<file path="src/rtl/pipeline_sequencer.sv">
// Hazard/stall controller for the 5-stage pipeline: load-use stalls, multi-cycle
// data-memory waits with timeout, and redirect flushes. Also counts stall cycles.
module pipeline_sequencer #(
   parameter int MEM_TIMEOUT = 15
) (
   input  logic        clk,
   input  logic        rst_n,
   input  logic [31:0] IFIDInstruction,
   input  logic        IDEXMemRead,
   input  logic [5:0]  IDEXRd,
   input  logic        EXMEMMemRead,
   input  logic        EXMEMMemWrite,
   input  logic        exRedirect,
   input  logic        memReady,
   output logic        memReq,
   output logic        pcWrite,
   output logic        IFIDWrite,
   output logic        IDEXWrite,
   output logic        EXMEMWrite,
   output logic        IFIDFlush,
   output logic        IDEXFlush,
   output logic        MEMWBBubble,
   output logic        memFault,
   output logic [15:0] stallCount
);

   typedef enum logic [1:0] {
      RUN,
      MEMWAIT,
      FAULT
   } stateType;

   localparam logic [8:0] TIMEOUT_LIMIT = 9'(MEM_TIMEOUT);

   stateType   state, nextState;
   logic [7:0] waitCnt, nextWaitCnt;
   logic [8:0] waitInc;
   logic       setFault;

   logic [3:0] opcode;
   logic [5:0] rs, rt;
   logic       usesRs, usesRt, loadUseHazard, accessPending;
   logic       unusedInstrBits;

   assign opcode          = IFIDInstruction[31:28];
   assign rs              = IFIDInstruction[21:16];
   assign rt              = IFIDInstruction[15:10];
   assign unusedInstrBits = ^{IFIDInstruction[27:22], IFIDInstruction[9:0]};
   assign accessPending   = EXMEMMemRead | EXMEMMemWrite;
   assign waitInc         = {1'b0, waitCnt} + 9'd1;

   always_comb begin
      usesRs = 1'b0;
      usesRt = 1'b0;
      case (opcode)
         4'b0011, 4'b0100, 4'b0111: begin
            usesRs = 1'b1;
            usesRt = 1'b1;
         end
         4'b1110, 4'b0101, 4'b0110, 4'b1000,
         4'b1001, 4'b1010, 4'b1011: usesRs = 1'b1;
         default: ;
      endcase
   end

   assign loadUseHazard = IDEXMemRead && (IDEXRd != 6'd0) &&
                          ((usesRs && (rs == IDEXRd)) || (usesRt && (rt == IDEXRd)));

   always_comb begin
      // NOTE: every output and next-state term gets a default first so no path
      // through the case leaves one unassigned, which would infer a latch.
      nextState   = state;
      nextWaitCnt = waitCnt;
      setFault    = 1'b0;
      memReq      = 1'b0;
      pcWrite     = 1'b0;
      IFIDWrite   = 1'b0;
      IDEXWrite   = 1'b0;
      EXMEMWrite  = 1'b0;
      IFIDFlush   = 1'b0;
      IDEXFlush   = 1'b0;
      MEMWBBubble = 1'b0;

      // Outputs are forced low for the whole time reset is asserted.
      if (rst_n) begin
         case (state)
            RUN: begin
               memReq     = accessPending;
               pcWrite    = 1'b1;
               IFIDWrite  = 1'b1;
               IDEXWrite  = 1'b1;
               EXMEMWrite = 1'b1;
               if (accessPending && !memReady) begin
                  pcWrite     = 1'b0;
                  IFIDWrite   = 1'b0;
                  IDEXWrite   = 1'b0;
                  EXMEMWrite  = 1'b0;
                  MEMWBBubble = 1'b1;
                  memReq      = 1'b1;
                  nextState   = MEMWAIT;
               end else if (exRedirect) begin
                  IFIDFlush = 1'b1;
                  IDEXFlush = 1'b1;
               end else if (loadUseHazard) begin
                  pcWrite   = 1'b0;
                  IFIDWrite = 1'b0;
                  IDEXFlush = 1'b1;
               end
            end
            MEMWAIT: begin
               memReq      = 1'b1;
               MEMWBBubble = 1'b1;
               nextWaitCnt = waitInc[7:0];
               if (memReady) begin
                  // Let the completed access retire out of EX/MEM.
                  EXMEMWrite  = 1'b1;
                  MEMWBBubble = 1'b0;
                  nextWaitCnt = 8'd0;
                  nextState   = RUN;
               end else if (waitInc >= TIMEOUT_LIMIT) begin
                  setFault  = 1'b1;
                  nextState = FAULT;
               end
            end
            FAULT:   MEMWBBubble = 1'b1;
            default: nextState = RUN;
         endcase
      end
   end

   // NOTE: state registers use non-blocking assignments so every flop samples
   // the pre-edge values regardless of statement order.
   always_ff @(posedge clk or negedge rst_n) begin
      if (!rst_n) begin
         state      <= RUN;
         waitCnt    <= 8'd0;
         memFault   <= 1'b0;
         stallCount <= 16'd0;
      end else begin
         state   <= nextState;
         waitCnt <= nextWaitCnt;
         if (setFault) memFault <= 1'b1;
         if (!pcWrite && (stallCount != 16'hFFFF)) stallCount <= stallCount + 16'd1;
      end
   end

endmodule

</file>
<file path="config.mk">
export PLATFORM = sky130hd
export DESIGN_NAME = pipeline_sequencer
export DESIGN_NICKNAME = d
export VERILOG_FILES = /design/src/rtl/pipeline_sequencer.sv
export SDC_FILE = /design/constraint.sdc
export NUM_CORES = 1
export LEC_CHECK = 0
export ABC_AREA = 0
export CAP_MARGIN = 15
export CORE_MARGIN = 2
export CORE_UTILIZATION = 39
export DETAILED_ROUTE_END_ITERATION = 10
export HOLD_SLACK_MARGIN = 0.03
export PLACE_DENSITY = 0.77
export SETUP_SLACK_MARGIN = 0.02
export SLEW_MARGIN = 5
export SYNTH_ARGS = -nofsm -noshare
export SYNTH_HDL_FRONTEND = slang
export SYNTH_SLANG_ARGS = --single-unit
</file>
<file path="constraint.sdc">
create_clock -name clk -period 1.9 [get_ports clk]
set_input_delay 0.19 -clock clk [delete_from_list [all_inputs] [get_ports clk]]
set_output_delay 0.19 -clock clk [all_outputs]
set_load 0.01 [all_outputs]
</file>
==> results.py <==
metrics = {
    "outcome": {
        "outcome": "finished, final reports clean",
    },
    "final_layout": {
        "num_antenna_cells": 0,
        "final_common_cell": "clkdlybuf4s50_1",
        "nets": 317,
        "fill_cells": 353,
        "finish.utilization_pct": 62.74,
        "syn2layout_area_growth_pct": 51.22,
        "drive_above_1_share_pct": 25.75,
        "final_cell_mix": "clkdlybuf4s50_1, buf_4, dfrtp_1",
    },
    "timing": {
        "max_freq_ghz": 0.5589,
        "post-route-period-util_pct": 94.17,
        "slew_headroom_pct": 83.64,
        "skew_ps": 6.070,
        "grt_setup_unrepaired": "true",
        "setup_tns_ps": 0,
        "hold_viol_final": 0,
        "setup_viol": 0,
        "tightest_slew_ps": 244.5,
        "fin_crit_ps": 1789,
        "maxSlewViolCount": 0,
    },
    "pwr": {
        "clkPwrFrac_pct": 14.9,
        "peakVddDrop_v": 0.0005760,
        "combPwrFrac_pct": 46.3,
        "power.density_nw_per_um2": 853.9,
        "seqPwrFrac_pct": 38.8,
        "switchingPower_uw": 745.7,
        "p_leak_uw": 0.001216,
        "swShare_pct": 34.06,
        "p_int_uw": 1444,
    },
    "floorplanning": {
        "num_io_pins": 70,
        "dieArea_sq_um": 4890,
        "dieHeight_um": 69.93,
        "start_util_pct": 41.49,
        "die_w_um": 69.93,
        "rows": 23,
        "core_area_sq_um": 4086,
    },
    "setup_path": {
        "crit_buf_inv": 1,
        "path_cells": "and3_1, and3_2, nand4_2, nor3b_1, buf_4, nand4_1, xnor2_1",
        "crit_path_top_delay_cell": "dfrtp_1",
        "crit_family": "simple AND/OR/NAND/NOR gates",
        "path_class": "flop to flop",
        "worstPathRequired_ps": 2090,
        "arrival_ps": 1980,
        "max_stage_delay_ps": 440,
        "critPathMaxFanout": 5,
        "crit_path_start_kind": "flop",
        "end_kind": "flop",
    },
    "global_route": {
        "grt_pass1_wl_um": 7507,
        "antenna_found_initial": 0,
        "use_met1_pct": 23.58,
        "met2_usage_pct": 33.65,
        "grt_max_degree": 32,
        "first_global_vias": 1584,
        "grt_most_used_layer": "met2",
        "grt_util_met3_pct": 3.030,
        "grt_use_total_pct": 18.78,
        "overflow": 0,
    },
    "detailed_routing": {
        "drc": 0,
        "routedWlPerCell_um": 14.11,
        "drt-initial-drc-count": 35,
        "dr.pass1.iters": 4,
        "vias": 1623,
        "via_per_inst": 5.104,
        "drt-total-wl_um": 4488,
        "drt.antenna.violating_nets": 0,
    },
    "yosys": {
        "ys_seq_area_share_pct": 39.85,
        "syn_area_sq_um": 1695,
        "yosys_warnings": 0,
        "syn_area_per_cell_sq_um": 9.264,
        "async_flop_share_pct": 100.0,
        "ys_types": 39,
        "synth_edf_count": 0,
        "synth_nets": 231,
        "synth_cells": 183,
        "synth_ff_type": "dfrtp_1",
        "synth-seq-cells": 27,
    },
    "place": {
        "port_buffers": 53,
        "place.gp.congestion": 0.7869,
        "hpwl_um": 3338,
    },
    "clocking": {
        "insertion_delay_ps": 270,
        "numCtsBuffers": 3,
        "htree_levels": 1,
        "path_clk_slew_ps": 100,
        "clk_path_buf_depth": 2,
        "root_buffer": "clkbuf_8",
        "cts_tree": "yes",
        "cts_sinks": 27,
        "holdBufCountCts": 0,
    },
    "run": {
        "drv_cap": 0,
    },
    "worst_hold_path": {
        "hold_class": "primary input to async pin",
    },
}
[cells by family after synthesis]
| kind of cell | Yosys count | synth area share, % |
|---|---|---|
| flops | 27 | 39.85 |
| simple gates | 79 | 25.09 |
| buf+inv | 12 | 3.321 |
| compound gates | 30 | 12.47 |
| fa+ha+maj | 3 | 2.214 |
| xor+xnor | 30 | 15.50 |
| mux | 2 | 1.550 |
[layer usage]
metal,vias to the layer above,part of all wire (%)
li1,813,-
met4,0,0.80
met5,-,0
met3,4,6.0
met1,757,43
met2,49,50
[metrics by stage]
step | area [sq um] | instances | worst slack, ps | power [uW] | hold slack (ps)
after global placement | 2469 | 309 | -566.6 | 1802 | 455.0
after global routing | 2564 | 318 | -20.84 | 2335 | 343.6
after floorplan | 1695 | 183 | 24.95 | 1314 | -105.6
after detailed placement | 2469 | 309 | -594.3 | 1835 | 466.5
final | 2564 | 318 | 110.7 | 2189 | 304.2
after CTS | 2546 | 316 | 24.17 | 2177 | 317.6
[flip-flops by register name (all words and copies together) (netlist names)]
name,count
waitCnt,8
state,2
memFault,1
stallCount,16
[final cells by class]
type	instances	area, sq um	area share (%)
Multi-Input combinational cell	144	994.7	38.80
Timing Repair Buffer	86	757.0	29.53
Sequential cell	27	676.9	26.40
Tap cell	50	62.56	2.440
Clock buffer	3	41.29	1.611
Inverter	7	26.28	1.025
Clock inverter	1	5.005	0.1952
[power groups by stage]
| stage | Sequential [uW] | Clock, uW | Combinational, uW |
|---|---|---|---|
| global route | 869 | 354 | 1110 |
| detailed placement | 854 | 0 | 981 |
| CTS | 843 | 333 | 1000 |
| finish | 849 | 325 | 1010 |
| global placement | 844 | 0 | 959 |
| floorplan | 888 | 0 | 426 |
[final timing paths]
check	cells past startpoint	slack (ps)	start	to
max reg2reg	7	110	stallCount[8]	stallCount[13]
min	2	300	rst_n	state[1]
min in group clk	1	480	memFault	memFault
max	7	110	stallCount[8]	stallCount[13]
min reg2reg	1	480	memFault	memFault
max in group asynchronous	2	1390	rst_n	waitCnt[0]
[timing repair]
item                                    4_1_cts  5_1_grt
buffers inserted                              3        2
gates resized for setup                      39       22
pin swaps                                     8        9
endpoints found under the setup margin       23       20
hold endpoints to repair                      0        0
[cells in the mapped netlist (4+ instances only)]
cell type | n | area [sq um]
nand2_1 | 14 | 52.55
xor2_1 | 16 | 140.1
a21oi_1 | 5 | 25.02
nand3_1 | 11 | 55.05
dfrtp_1 | 27 | 675.7
nor2_1 | 15 | 56.30
nand4_1 | 8 | 50.05
nor3_1 | 5 | 25.02
xnor2_1 | 14 | 122.6
o21ai_0 | 12 | 60.06
nand2b_1 | 4 | 25.02
and3_1 | 7 | 43.79
inv_1 | 7 | 26.28
Power figures use the tool's default switching activity.
